[src/rtl/propose_seq_pkg.sv]
// -----------------------------------------------------------------------------
// propose_seq_pkg
// Shared types and constants for the propose-move sequencer slice.
//   - state_t        : sequencer FSM states
//   - CW / ASSIGN_W  : clause-word and assignment widths for the default build
//   - calc_cw/aw     : the same widths for any parameterisation
//   - LFSR_SEED/TAPS : 16-bit Fibonacci LFSR constants (taps 16,14,13,11)
// -----------------------------------------------------------------------------
package propose_seq_pkg;

  typedef enum logic [2:0] {
    ST_IDLE,
    ST_LOAD,   // clause loading happens inside IDLE so it costs no bubble; encoding kept reserved
    ST_ISSUE,
    ST_WAIT,
    ST_COMMIT,
    ST_DONE
  } state_t;

  localparam int DEF_COEF_W   = 8;
  localparam int DEF_VAR_IDX  = 2;
  localparam int DEF_SLOT_W   = 4;
  localparam int DEF_CLS_IDX  = 3;

  // Clause word = one coefficient per variable plus the bias term.
  function automatic int calc_cw(input int var_idx_w, input int coef_w);
    return ((2 ** var_idx_w) + 1) * coef_w;
  endfunction

  function automatic int calc_aw(input int var_idx_w, input int slot_w);
    return (2 ** var_idx_w) * slot_w;
  endfunction

  localparam int CW       = ((2 ** DEF_VAR_IDX) + 1) * DEF_COEF_W;
  localparam int ASSIGN_W = (2 ** DEF_VAR_IDX) * DEF_SLOT_W;

  localparam logic [15:0] LFSR_SEED = 16'hACE1;
  // Taps 16,14,13,11 -> bit positions 15,13,12,10.
  localparam logic [15:0] LFSR_TAPS = 16'hB400;

endpackage

[src/rtl/propose_move_sequencer_selector.sv]
// -----------------------------------------------------------------------------
// variable_index_selector
// Picks the variable that is moved next. The index register only changes on
// an advance pulse, so it stays stable for the whole ISSUE/WAIT/COMMIT window.
//   clk, rst  : clock, asynchronous active-high reset
//   advance   : step to the next index (one pulse per ISSUE entry)
//   restart   : a new run begins (round-robin restarts from 0)
//   index     : selected variable index
// Build option PROPOSE_SEQ_LFSR_SELECT_EN: index is taken from the low bits of
// a 16-bit Fibonacci LFSR instead of a round-robin counter.
// -----------------------------------------------------------------------------
module variable_index_selector
  import propose_seq_pkg::*;
#(
  parameter int INDEX_W = 2
) (
  input  logic               clk,
  input  logic               rst,
  input  logic               advance,
  input  logic               restart,
  output logic [INDEX_W-1:0] index
);

`ifdef PROPOSE_SEQ_LFSR_SELECT_EN
  logic [15:0] lfsr;
  logic [15:0] lfsr_next;

  // The LFSR free-runs across runs; restart has no effect in this mode.
  logic unused_restart;
  assign unused_restart = restart;

  assign lfsr_next = {lfsr[14:0], ^(lfsr & LFSR_TAPS)};

  always_ff @(posedge clk or posedge rst) begin
    if (rst) begin
      lfsr  <= LFSR_SEED;
      index <= '0;
    end else if (advance) begin
      lfsr  <= lfsr_next;
      index <= lfsr_next[INDEX_W-1:0];
    end
  end
`else
  logic [INDEX_W-1:0] next_index;
  logic [INDEX_W-1:0] base_index;

  // Restart and the first advance arrive together, so the restart value must
  // be visible to the advance in that same cycle.
  assign base_index = restart ? '0 : next_index;

  // NOTE: state registers use non-blocking assignments so every flop samples
  // pre-edge values regardless of statement order.
  always_ff @(posedge clk or posedge rst) begin
    if (rst) begin
      next_index <= '0;
      index      <= '0;
    end else if (advance) begin
      index      <= base_index;
      next_index <= base_index + 1'b1;
    end else begin
      next_index <= base_index;
    end
  end
`endif

endmodule

[src/rtl/propose_move_sequencer.sv]
// -----------------------------------------------------------------------------
// propose_move_sequencer
// Control stage in front of the corner-point proposer. In IDLE it streams
// clause words into the clause registers and tracks which slots are loaded.
// On start it runs in_num_moves single-variable moves: pick a variable, wait
// PROPOSE_LATENCY cycles for the proposer, write the truncated result back.
// Ports:
//   in_clk, in_reset                 clock, asynchronous active-high reset
//   in_clause_valid/out_clause_ready clause word handshake (ready only in IDLE)
//   in_clause_data, in_clause_last   clause word, end of clause set
//   in_initial_assignment            seed assignment, sampled on start
//   in_num_moves, in_start           move count and start pulse
//   out_busy, out_done               run in progress / one-cycle completion
//   out_clause_coefficients/_index   clause register write port
//   out_reduce_enable                one bit per loaded clause slot
//   out_variable_to_be_unchanced_index  variable being moved
//   out_assignment                   live assignment read by the proposer
//   in_new_assignment                proposer result
// Build option PROPOSE_SEQ_LFSR_SELECT_EN selects LFSR variable choice
// (see variable_index_selector); default is round-robin.
// -----------------------------------------------------------------------------
module propose_move_sequencer
  import propose_seq_pkg::*;
#(
  parameter int MAXIMUM_BIT_WIDTH_OF_COEFFICIENT    = 8,
  parameter int MAXIMUM_BIT_WIDTH_OF_VARIABLE_INDEX = 2,
  parameter int MAX_BIT_WIDTH_OF_INTEGER_VARIABLE   = 4,
  parameter int MAX_BIT_WIDTH_OF_CLAUSES_INDEX      = 3,
  parameter int PROPOSE_LATENCY                     = 2,
  parameter int MOVE_COUNT_WIDTH                    = 8
) (
  input  logic in_clk,
  input  logic in_reset,
  input  logic in_clause_valid,
  output logic out_clause_ready,
  input  logic [(2**MAXIMUM_BIT_WIDTH_OF_VARIABLE_INDEX+1)*MAXIMUM_BIT_WIDTH_OF_COEFFICIENT-1:0] in_clause_data,
  input  logic in_clause_last,
  input  logic [MAX_BIT_WIDTH_OF_INTEGER_VARIABLE*(2**MAXIMUM_BIT_WIDTH_OF_VARIABLE_INDEX)-1:0] in_initial_assignment,
  input  logic [MOVE_COUNT_WIDTH-1:0] in_num_moves,
  input  logic in_start,
  output logic out_busy,
  output logic out_done,
  output logic [(2**MAXIMUM_BIT_WIDTH_OF_VARIABLE_INDEX+1)*MAXIMUM_BIT_WIDTH_OF_COEFFICIENT-1:0] out_clause_coefficients,
  output logic [MAX_BIT_WIDTH_OF_CLAUSES_INDEX-1:0] out_clause_index,
  output logic [2**MAX_BIT_WIDTH_OF_CLAUSES_INDEX-1:0] out_reduce_enable,
  output logic [MAXIMUM_BIT_WIDTH_OF_VARIABLE_INDEX-1:0] out_variable_to_be_unchanced_index,
  output logic [MAX_BIT_WIDTH_OF_INTEGER_VARIABLE*(2**MAXIMUM_BIT_WIDTH_OF_VARIABLE_INDEX)-1:0] out_assignment,
  input  logic [MAXIMUM_BIT_WIDTH_OF_COEFFICIENT-1:0] in_new_assignment
);

  localparam int VI      = MAXIMUM_BIT_WIDTH_OF_VARIABLE_INDEX;
  localparam int SW      = MAX_BIT_WIDTH_OF_INTEGER_VARIABLE;
  localparam int CI      = MAX_BIT_WIDTH_OF_CLAUSES_INDEX;
  localparam int NSLOT   = 2 ** CI;
  localparam int CWIDTH  = calc_cw(VI, MAXIMUM_BIT_WIDTH_OF_COEFFICIENT);
  localparam int AWIDTH  = calc_aw(VI, SW);
  localparam int WAIT_W  = (PROPOSE_LATENCY > 1) ? $clog2(PROPOSE_LATENCY) : 1;

  state_t                      state;
  state_t                      state_next;
  logic [CI:0]                 load_cnt;      // 0..NSLOT; MSB set means the set is full
  logic [NSLOT-1:0]            reduce_enable;
  logic [MOVE_COUNT_WIDTH-1:0] moves_left;
  logic [WAIT_W-1:0]           wait_cnt;
  logic [AWIDTH-1:0]           assignment;
  logic [VI-1:0]               var_index;

  logic clause_accept;
  logic clause_write;
  logic start_accept;
  logic advance;

  // Only the low SW bits of the proposer result fit into an assignment slot.
  logic unused_new_assignment_msbs;
  assign unused_new_assignment_msbs = ^in_new_assignment[MAXIMUM_BIT_WIDTH_OF_COEFFICIENT-1:SW];

  assign clause_accept = in_clause_valid & out_clause_ready;
  // Words beyond the last slot are accepted but dropped.
  assign clause_write  = clause_accept & ~load_cnt[CI];
  assign start_accept  = in_start & (state == ST_IDLE);

  // The write port is live only in the cycle a word is written; otherwise it
  // parks on the all-ones slot with zero coefficients.
  assign out_clause_index        = clause_write ? load_cnt[CI-1:0] : '1;
  assign out_clause_coefficients = clause_write ? in_clause_data : CWIDTH'(0);

  assign out_reduce_enable                  = reduce_enable;
  assign out_assignment                     = assignment;
  assign out_variable_to_be_unchanced_index = var_index;

  always_ff @(posedge in_clk or posedge in_reset) begin
    if (in_reset) state <= ST_IDLE;
    else          state <= state_next;
  end

  // NOTE: every always_comb output gets a default before the case so no path
  // leaves it unassigned and no latch is inferred.
  always_comb begin
    state_next       = state;
    advance          = 1'b0;
    out_clause_ready = 1'b0;
    out_busy         = 1'b1;
    out_done         = 1'b0;
    unique case (state)
      ST_IDLE: begin
        out_clause_ready = 1'b1;
        out_busy         = 1'b0;
        if (start_accept) begin
          if (in_num_moves == '0) begin
            state_next = ST_DONE;
          end else begin
            state_next = ST_ISSUE;
            advance    = 1'b1;
          end
        end
      end
      ST_ISSUE: state_next = ST_WAIT;
      ST_WAIT: begin
        if (wait_cnt == WAIT_W'(PROPOSE_LATENCY - 1)) state_next = ST_COMMIT;
      end
      ST_COMMIT: begin
        if (moves_left == MOVE_COUNT_WIDTH'(1)) begin
          state_next = ST_DONE;
        end else begin
          state_next = ST_ISSUE;
          advance    = 1'b1;
        end
      end
      ST_DONE: begin
        out_done   = 1'b1;
        state_next = ST_IDLE;
      end
      default: state_next = ST_IDLE;
    endcase
  end

  always_ff @(posedge in_clk or posedge in_reset) begin
    if (in_reset) begin
      load_cnt      <= '0;
      reduce_enable <= '0;
      moves_left    <= '0;
      wait_cnt      <= '0;
      assignment    <= '0;
    end else begin
      // The first word of a new set replaces the previous set's mask, so the
      // mask keeps showing the closed set until loading resumes.
      if (clause_write) begin
        reduce_enable <= ((load_cnt == '0) ? '0 : reduce_enable)
                         | (NSLOT'(1) << load_cnt[CI-1:0]);
      end

      if (clause_accept && in_clause_last) load_cnt <= '0;
      else if (clause_write)               load_cnt <= load_cnt + 1'b1;

      // A word in the same cycle as start is written first; start then
      // closes the set (this assignment overrides the load_cnt update above).
      if (start_accept) begin
        load_cnt   <= '0;
        assignment <= in_initial_assignment;
        moves_left <= in_num_moves;
      end

      wait_cnt <= (state == ST_WAIT) ? wait_cnt + 1'b1 : '0;

      if (state == ST_COMMIT) begin
        assignment[var_index*SW +: SW] <= in_new_assignment[SW-1:0];
        moves_left                     <= moves_left - 1'b1;
      end
    end
  end

  variable_index_selector #(
    .INDEX_W (VI)
  ) u_selector (
    .clk     (in_clk),
    .rst     (in_reset),
    .advance (advance),
    .restart (start_accept),
    .index   (var_index)
  );

endmodule
[config.mk]
export PLATFORM = sky130hd
export DESIGN_NAME = propose_move_sequencer
export DESIGN_NICKNAME = d
export VERILOG_FILES = /design/src/rtl/propose_seq_pkg.sv /design/src/rtl/propose_move_sequencer_selector.sv /design/src/rtl/propose_move_sequencer.sv
export SDC_FILE = /design/constraint.sdc
export NUM_CORES = 1
export LEC_CHECK = 0
export BUFFER_PORTS_ARGS = -buffer_cell sky130_fd_sc_hd__buf_2
export CORE_MARGIN = 2
export CORE_UTILIZATION = 45
export CTS_CLUSTER_DIAMETER = 200
export DETAILED_ROUTE_END_ITERATION = 7
export PLACE_DENSITY = 0.77
export RECOVER_POWER = 100
export SLEW_MARGIN = 20
export SYNTH_ARGS = -nofsm -noshare
export SYNTH_HDL_FRONTEND = slang
export SYNTH_SLANG_ARGS = --single-unit
[constraint.sdc]
create_clock -name in_clk -period 2.29 [get_ports in_clk]
set_input_delay 0.458 -clock in_clk [delete_from_list [all_inputs] [get_ports in_clk]]
set_output_delay 0.458 -clock in_clk [all_outputs]
set_load 0.005 [all_outputs]
==> run summary, run 1 <==
FF-to-FF Start: state[1]
worst hold path startpoint: in_num_moves[5]
# rows: 28
design internal power: 0.00212 W
CTS clk-pin slew, worst paths: 90 ps
pin count of the biggest net entering global routing: 45
Post-DP Area: 3490 um2
worst skew pair latency: 300 ps
ys async rst share: 1.00
unrepaired setup endpoints after global routing: yes
total grt overflow: 0
Non-Filler Cell Area, Final: 3570 um2
EDFF count, synth: 0
Area growth syn-to-layout: 32.3%
CTS Root Cell: clkbuf_8
WHS Endpoint: moves_left[5]
Final setup viols: 31
TritonCTS clock tree: yes
clock sinks: 44
P_sw: 0.00134 W
Resized cells post-CTS: 0
clock share of power: 0.148
DR WL/cell: 13.8 um
diode count: 0
Yosys reg bits: 44
drt total wl: 6.86 mm
Hold Fails Final Rpt: 0
RD Place Congestion: 0.853
Placed Cells: 485
Distinct cells, synth: 53
Layout Cells excl Fill: 496
DR vias: 2523
Clock Tree Buf Depth: 2
antenna violations before repair: 0
first-pass GRT wire length: 10.2 mm
max_slew headroom: 0.286
Power Density: 971 nW/um2
status: finished, violations left
vias in the first global route: 2275
fin crit period: 2320 ps
Synth Cell Area: 2700 um2
post-synthesis instance total: 268
VDD IR-drop max: 0.522 mV
Cell Chain, Critical Path: or4b_4 -> nor2_4 -> clkbuf_16 -> and2_1 -> buf_2
Largest delay share family, worst path: simple AND/OR/NAND/NOR gates
H-tree lvl count: 2
max-cap violations: 0
worst-margin pin slew: 1070 ps
max incr delay on CP: 570 ps
Initial Util: 0.461
worst setup margin: -26.7 ps
TritonCTS Buffers: 5
Reg power frac: 0.397
I/O Pins: 149
switch share: 0.388
Die Wd: 81.4 um
nets@finish: 510
cells on worst reg2reg path: 5
sequential share of the synthesized area: 0.408
critical path arrival: 1860 ps
Leakage: 1.91 nW
Hold Path Cell Cnt: 2
most common cell after layout, fill and taps aside: buf_2
RR Endpoint: out_assignment[9]
DPL Wire Length: 5.34 mm
worst-path fanout max: 11
clk_skew: 8.18 ps
DRC: 0
DR vias/cell: 5.09
core area: 5850 um2
die area: 6630 um2
combinational power share: 0.454
layout cell share with drive strength beyond 1: 0.352
Critical-path top delay cell: or4b_4
Tightest Hold Check Type: in2reg
crit share post-route: 1.01
Detail Route Antenna Nets: 0
fmax: 0.432 GHz
gr usage total: 0.199
syn_nets: 358
CP startpoint kind: flip-flop
most frequent cells in the layout: buf_2, and2_1, dfrtp_1
first-pass detailed-route iteration total: 4
Syn. warnings: 0
Max Slew Vio Count: 0
DR iter-0 viols: 85
Port Buf Inserts: 144
Syn Area/Cell: 10.1 um2
CP endpoint kind: output port
top_reg_cell synth: dfrtp_1
failing checks: setup timing
worst path required time: 1830 ps
buffers and inverters on the worst path: 2
Die Y: 81.4 um
kind of critical path: reg2out
CTS Hold Bufs: 0
slack of the worst reg-to-reg path: 200 ps
synth_stat cells, types with 3 or more instances:
cell type	n	area (um2)
ha_1	13	163
a21oi_1	9	45.0
o21ai_0	7	35.0
dfrtp_1	44	1100
o22ai_1	3	18.8
inv_1	16	60.1
nand2b_1	6	37.5
nand2_1	14	52.6
nor4_1	5	31.3
nor2_1	11	41.3
o2bb2ai_1	11	96.3
and2_1	46	288
mux2i_1	18	180
buf_2	3	15.0
buf_6	7	78.8
nand3_1	4	20.0
a22o_1	4	35.0
layer usage:
| metal | vias to the layer above | GRT usage | routed length, um |
|---|---|---|---|
| li1 | 1238 | - | - |
| met1 | 1186 | 0.226 | 2690 |
| met2 | 91 | 0.378 | 3620 |
| met3 | 8 | 0.0300 | 471 |
| met4 | 0 | 0.0627 | 67 |
| met5 | - | 0 | 0 |
state kept, by name, summed over array words and instances, names as in the netlist:
name	cells
wait_cnt	1
load_cnt	4
moves_left	8
state	3
out_assignment	16
u_selector.next_index	2
out_reduce_enable	8
u_selector.index	2
cell families after synthesis:
| logic type | share of synthesized area |
|---|---|
| buffers and inverters | 0.0608 |
| AO/OA/AOI/OAI | 0.147 |
| multiplexers | 0.0668 |
| AND/OR/NAND/NOR | 0.251 |
| XOR/XNOR | 0.00650 |
| flip-flops | 0.408 |
| adder cells (fa/ha/maj) | 0.0603 |
worst reg2reg max path: stages, from the launching register on:
cell,delay [ps]
dfrtp_1,380
clkbuf_1,210
or4b_1,690
clkbuf_2,320
mux2i_1,260
o2bb2ai_1,110
through the flow:
step           hold WS [ps]  setup WS, ps  setup TNS (ps)  total power [W]  utilization
2_1_floorplan           423           297               0          0.00241            -
3_3_place_gp            442           191               0          0.00295        0.597
3_5_place_dp            451           192               0          0.00302        0.597
4_1_cts                 297         -26.4            -236          0.00354        0.614
5_1_grt                 373          -101           -3560          0.00379        0.610
6_report                387         -26.7            -235          0.00347        0.610
timing repair:
action                     CTS  global route
setup endpoints to repair   33            42
gates cloned                 0             2
pin swaps                    5             0
setup buffers                0             1
area by class of cell:
cell class,count,area [um2]
sequential,44,1100
inverter,16,60.1
timing repair buffer,157,812
clock inverter,2,15.0
clock buffer,6,82.6
fill,516,2280
multi-input combinational,196,1400
tap,75,93.8
power groups by stage:
| stage | Clock (W) | Sequential, W | Combinational [W] |
|---|---|---|---|
| floorplan | 0 | 0.00136 | 0.00105 |
| global placement | 0 | 0.00137 | 0.00159 |
| detailed placement | 0 | 0.00138 | 0.00164 |
| CTS | 0.000526 | 0.00137 | 0.00164 |
| global route | 0.000560 | 0.00143 | 0.00180 |
| finish | 0.000514 | 0.00138 | 0.00157 |
worst max-delay path by stage:
stage | endpoint | start | slack (ps) | depth (start not counted)
after global routing | out_clause_coefficients[1] | state[2] | -100 | 5
final | out_clause_coefficients[9] | state[2] | -30 | 5
after floorplan | out_clause_coefficients[20] | state[0] | 300 | 6
after detailed placement | out_clause_coefficients[8] | in_clause_valid | 190 | 6
after CTS | out_clause_coefficients[8] | state[2] | -30 | 5
after global placement | out_clause_coefficients[30] | in_clause_valid | 190 | 6
(Power assumes the default switching activity.)
==> run 2, diff against run 1 <==
PLACE_DENSITY = 0.93   (was 0.77)
==> run 2 against run 1 <==
  * The flow still finishes with violations (setup timing)
  * Clock skew about the same
  * Critical endpoint is now out_clause_coefficients[6]
  * Via count up 4.2%
  * Cell count down 0.81%
  * Worst hold slack worse by 170 ps
  * Combinational power up 4%
  * Setup slack worse by 20 ps
  * Register-to-register slack worse by 40 ps
==> run summary, run 2 (synthesis gave the netlist of run 1 again) <==
status: finished, violations left
failing checks: setup timing
Layout Utilization: 0.610
TritonCTS Buffers: 5
Tightest Hold Check Type: in2async
critical path arrival: 1880 ps
Max Slew Vio Count: 0
kind of critical path: reg2out
antenna violations before repair: 0
RD Place Congestion: 0.839
Die Wd: 81.4 um
worst-path fanout max: 24
CP endpoint kind: output port
Largest delay share family, worst path: simple AND/OR/NAND/NOR gates
crit share post-route: 1.02
first-pass GRT wire length: 11.9 mm
worst-margin pin slew: 1280 ps
worst path required time: 1830 ps
nets@finish: 506
CP startpoint kind: flip-flop
fin crit period: 2340 ps
fmax: 0.428 GHz
DR vias/cell: 5.35
Cell Chain, Critical Path: or4b_4 -> nor2_4 -> clkbuf_16 -> and2_1 -> buf_2
gr usage total: 0.242
DR vias: 2630
Die Y: 81.4 um
DR iter-0 viols: 65
Port Buf Inserts: 144
drt total wl: 8.32 mm
DR WL/cell: 16.9 um
Leakage: 1.93 nW
Detail Route Antenna Nets: 0
I/O Pins: 149
Clock Tree Buf Depth: 2
layout cell share with drive strength beyond 1: 0.367
Post-Place Worst Slack: 190 ps
H-tree lvl count: 2
max-cap violations: 0
DRC: 0
diode count: 0
Final setup viols: 24
die area: 6630 um2
Power Density: 992 nW/um2
total grt overflow: 0
DPL Wire Length: 6.67 mm
Area growth syn-to-layout: 32.3%
VDD IR-drop max: 0.624 mV
buffers and inverters on the worst path: 2
core area: 5850 um2
first-pass detailed-route iteration total: 4
Initial Util: 0.461
most common cell after layout, fill and taps aside: buf_2
worst setup margin: -46.5 ps
# rows: 28
clock sinks: 44
CTS Root Cell: clkbuf_8
Hold Fails Final Rpt: 0
vias in the first global route: 2434
worst skew pair latency: 300 ps
TritonCTS clock tree: yes
pin count of the biggest net entering global routing: 50
max incr delay on CP: 580 ps
Critical-path top delay cell: or4b_4
max_slew headroom: 0.144
CTS clk-pin slew, worst paths: 90 ps
most frequent cells in the layout: buf_2, and2_1, dfrtp_1
clk_skew: 8.05 ps
unrepaired setup endpoints after global routing: yes
Largest register FFs: 16
run 2: worst register-to-register path: stages, from the launching register on:
cell and delay (ps):
dfrtp_1 390, clkbuf_1 210, or4b_1 700, clkbuf_2 360, mux2i_1 270, o2bb2ai_1 100
run 2: path summary, 6_finish.rpt:
kind                                              end  cells past startpoint             from  slack (ps)
hold reg to reg                              wait_cnt                      1         wait_cnt         460
hold / removal                      out_assignment[1]                      2         in_reset         220
setup / recovery           out_clause_coefficients[6]                      5         state[2]         -50
min in group in_clk                     moves_left[5]                      2  in_num_moves[5]         390
setup reg to reg                    out_assignment[9]                      5         state[1]         160
max in group asynchronous               moves_left[2]                      3         in_reset         360
run 2: cell type report:
class / count / area, um2
Clock buffer: 6 / 82.6
Clock inverter: 2 / 15.0
Inverter: 16 / 60.1
Tap cell: 75 / 93.8
Multi-Input combinational cell: 196 / 1420
Fill cell: 532 / 2280
Sequential cell: 44 / 1100
Timing Repair Buffer: 153 / 795
run 2: routing by layer:
| metal | wire length, um | track usage | vias up |
|---|---|---|---|
| met2 | 4500 | 0.461 | 116 |
| li1 | - | - | 1232 |
| met5 | 0 | 0 | - |
| met3 | 623 | 0.0556 | 25 |
| met4 | 450 | 0.151 | 0 |
| met1 | 2740 | 0.230 | 1257 |
run 2: power breakdown:
group | internal (W) | switching, W | leakage (nW)
combinational | 0.000772 | 0.000856 | 1.34
clock | 0.000244 | 0.000275 | 0.0434
sequential | 0.00111 | 0.000279 | 0.545
run 2: repair_timing:
| item | CTS | global route |
|---|---|---|
| hold buffers | 0 | 0 |
| resized for setup | 0 | 0 |
| endpoints found under the hold margin | 0 | 0 |
| buffers inserted | 0 | 0 |
| pin swaps | 3 | 0 |
| cloned | 0 | 1 |
| endpoints found under the setup margin | 41 | 42 |
run 2: per-stage QoR:
| step | setup TNS, ps | hold WS (ps) | instances | instance area (um2) | total power [W] |
|---|---|---|---|---|---|
| finish | -505 | 216 | 492 | 3570 | 0.00354 |
| floorplan | 0 | 423 | 268 | 2700 | 0.00241 |
| CTS | -629 | 262 | 491 | 3590 | 0.00357 |
| global route | -3160 | 254 | 492 | 3570 | 0.00380 |
| global placement | 0 | 440 | 483 | 3490 | 0.00294 |
| detailed placement | 0 | 446 | 483 | 3490 | 0.00305 |
==> run 3, diff against run 2 <==
CORE_UTILIZATION = 41   (was 45)
PLACE_DENSITY = 0.9   (was 0.93)
clock period = 2 ns   (was 2.29 ns; I/O delays follow)
==> run 3 against run 2 <==
  * The run still ends with setup timing left
  * Die area grew 9.3%
  * Total power grew 20%
  * Combinational power grew 18%
  * First-iteration DRC count grew 43%
  * Cell area grew 2.7%
  * Sequential power grew 14%
  * Critical path type unchanged
==> run summary, run 3 (synthesis gave the netlist of run 1 again) <==
Hold Path Cell Cnt: 2
most common cell after layout, fill and taps aside: buf_2
Non-Filler Cell Area, Final: 3660 um2
clock sinks: 44
first-pass GRT wire length: 12.4 mm
CP endpoint kind: output port
worst path required time: 1600 ps
Tightest Hold Check Type: in2reg
Layout Utilization: 0.577
buffers and inverters on the worst path: 2
crit share post-route: 1.13
fmax: 0.442 GHz
H-tree lvl count: 2
Hold Fails Final Rpt: 0
worst-margin pin slew: 1100 ps
clk_skew: 3.15 ps
met3 WL: 529 um
Final setup viols: 45
max_slew headroom: 0.269
first-pass detailed-route iteration total: 5
DR vias/cell: 5.32
wire length on met1: 2.90 mm
worst skew pair latency: 300 ps
Largest register FFs: 16
Area growth syn-to-layout: 35.9%
Clock Tree Buf Depth: 2
drt total wl: 7.91 mm
die area: 7240 um2
DR iter-0 viols: 93
VDD IR-drop max: 0.727 mV
critical path arrival: 1860 ps
nets@finish: 513
Post-DP Area: 3530 um2
Leakage: 1.99 nW
status: finished, violations left
DR WL met2: 4.35 mm
worst-path fanout max: 24
antenna violations before repair: 0
top layer in use: met4
worst setup margin: -261 ps
RR Endpoint: out_assignment[9]
setup_tns: -9720 ps
Power Density: 1160 nW/um2
Largest delay share family, worst path: simple AND/OR/NAND/NOR gates
max-cap violations: 0
Initial Util: 0.425
TritonCTS Buffers: 5
Die Y: 85.1 um
FF-to-FF Start: state[1]
core area: 6350 um2
WHS Endpoint: moves_left[5]
kind of critical path: reg2out
total grt overflow: 0
most frequent cells in the layout: buf_2, and2_1, dfrtp_1
Die Wd: 85.1 um
DR WL/cell: 15.8 um
vias in the first global route: 2654
unrepaired setup endpoints after global routing: yes
slack of the worst reg-to-reg path: -20 ps
DR vias: 2666
Cell Chain, Critical Path: or4b_4 -> nor2_4 -> clkbuf_16 -> and2_1 -> buf_2
max incr delay on CP: 550 ps
CP startpoint kind: flip-flop
Max Slew Vio Count: 0
gr usage total: 0.212
CTS Root Cell: clkbuf_8
TritonCTS clock tree: yes
failing checks: setup timing
# rows: 29
cells on worst reg2reg path: 5
layout cell share with drive strength beyond 1: 0.396
diode count: 0
CTS clk-pin slew, worst paths: 90 ps
Post-Place Worst Slack: 14.9 ps
fin crit period: 2260 ps
RD Place Congestion: 0.838
pin count of the biggest net entering global routing: 50
Detail Route Antenna Nets: 0
worst hold path startpoint: in_num_moves[5]
DPL Wire Length: 6.03 mm
Port Buf Inserts: 144
I/O Pins: 149
DRC: 0
Critical-path top delay cell: or4b_4
## run 3: changes by cell type in the layout (fill, tap and decap cells not counted), sizes merged
cell,previous run,this run
bufinv,0,1
clkinv,0,1
dlymetal6s4s,1,0
clkinvlp,2,0
clkbuf,25,22
buf,133,144
## run 3: how the worst max path moves through the flow
stage	startpoint	endpoint	slack (ps)	cells after the start
floorplan	state[0]	out_clause_coefficients[20]	70	6
global placement	in_clause_valid	out_clause_coefficients[34]	30	6
detailed placement	in_clause_valid	out_clause_coefficients[34]	10	6
CTS	state[2]	out_clause_coefficients[34]	-260	5
global route	state[2]	out_clause_coefficients[25]	-340	5
finish	state[2]	out_clause_coefficients[7]	-260	5
## run 3: routing by layer
metal  GRT usage  up-vias
li1            -     1248
met1       0.223     1297
met2       0.408      107
met3      0.0574       14
met4      0.0620        0
met5           0        -
## run 3: report_power, final
part           internal [W]  total [W]  switching [W]
clock              0.000409   0.000732       0.000324
combinational      0.000937    0.00193       0.000997
sequential          0.00127    0.00159       0.000316
## run 3: timing repair
| action | in CTS | in global routing |
|---|---|---|
| buffers inserted | 0 | 0 |
| hold buffers | 0 | 0 |
| gates resized for setup | 0 | 5 |
| pin swaps | 1 | 2 |
| cloned | 0 | 1 |
| endpoints found under the setup margin | 43 | 50 |
## run 3: final cells by class
| cell class | instances | area, um2 |
|---|---|---|
| clock buffer | 6 | 82.6 |
| clock inverter | 2 | 38.8 |
| fill | 550 | 2690 |
| inverter | 16 | 60.1 |
| multi-input combinational | 196 | 1430 |
| sequential | 44 | 1100 |
| tap | 77 | 96.3 |
| timing repair buffer | 160 | 857 |
## run 3: metrics by stage
stage	hold slack (ps)	cells	power, W
after floorplan	423	268	0.00276
after global placement	439	492	0.00339
after detailed placement	447	492	0.00352
after CTS	263	500	0.00427
after global routing	323	501	0.00456
final	325	501	0.00425
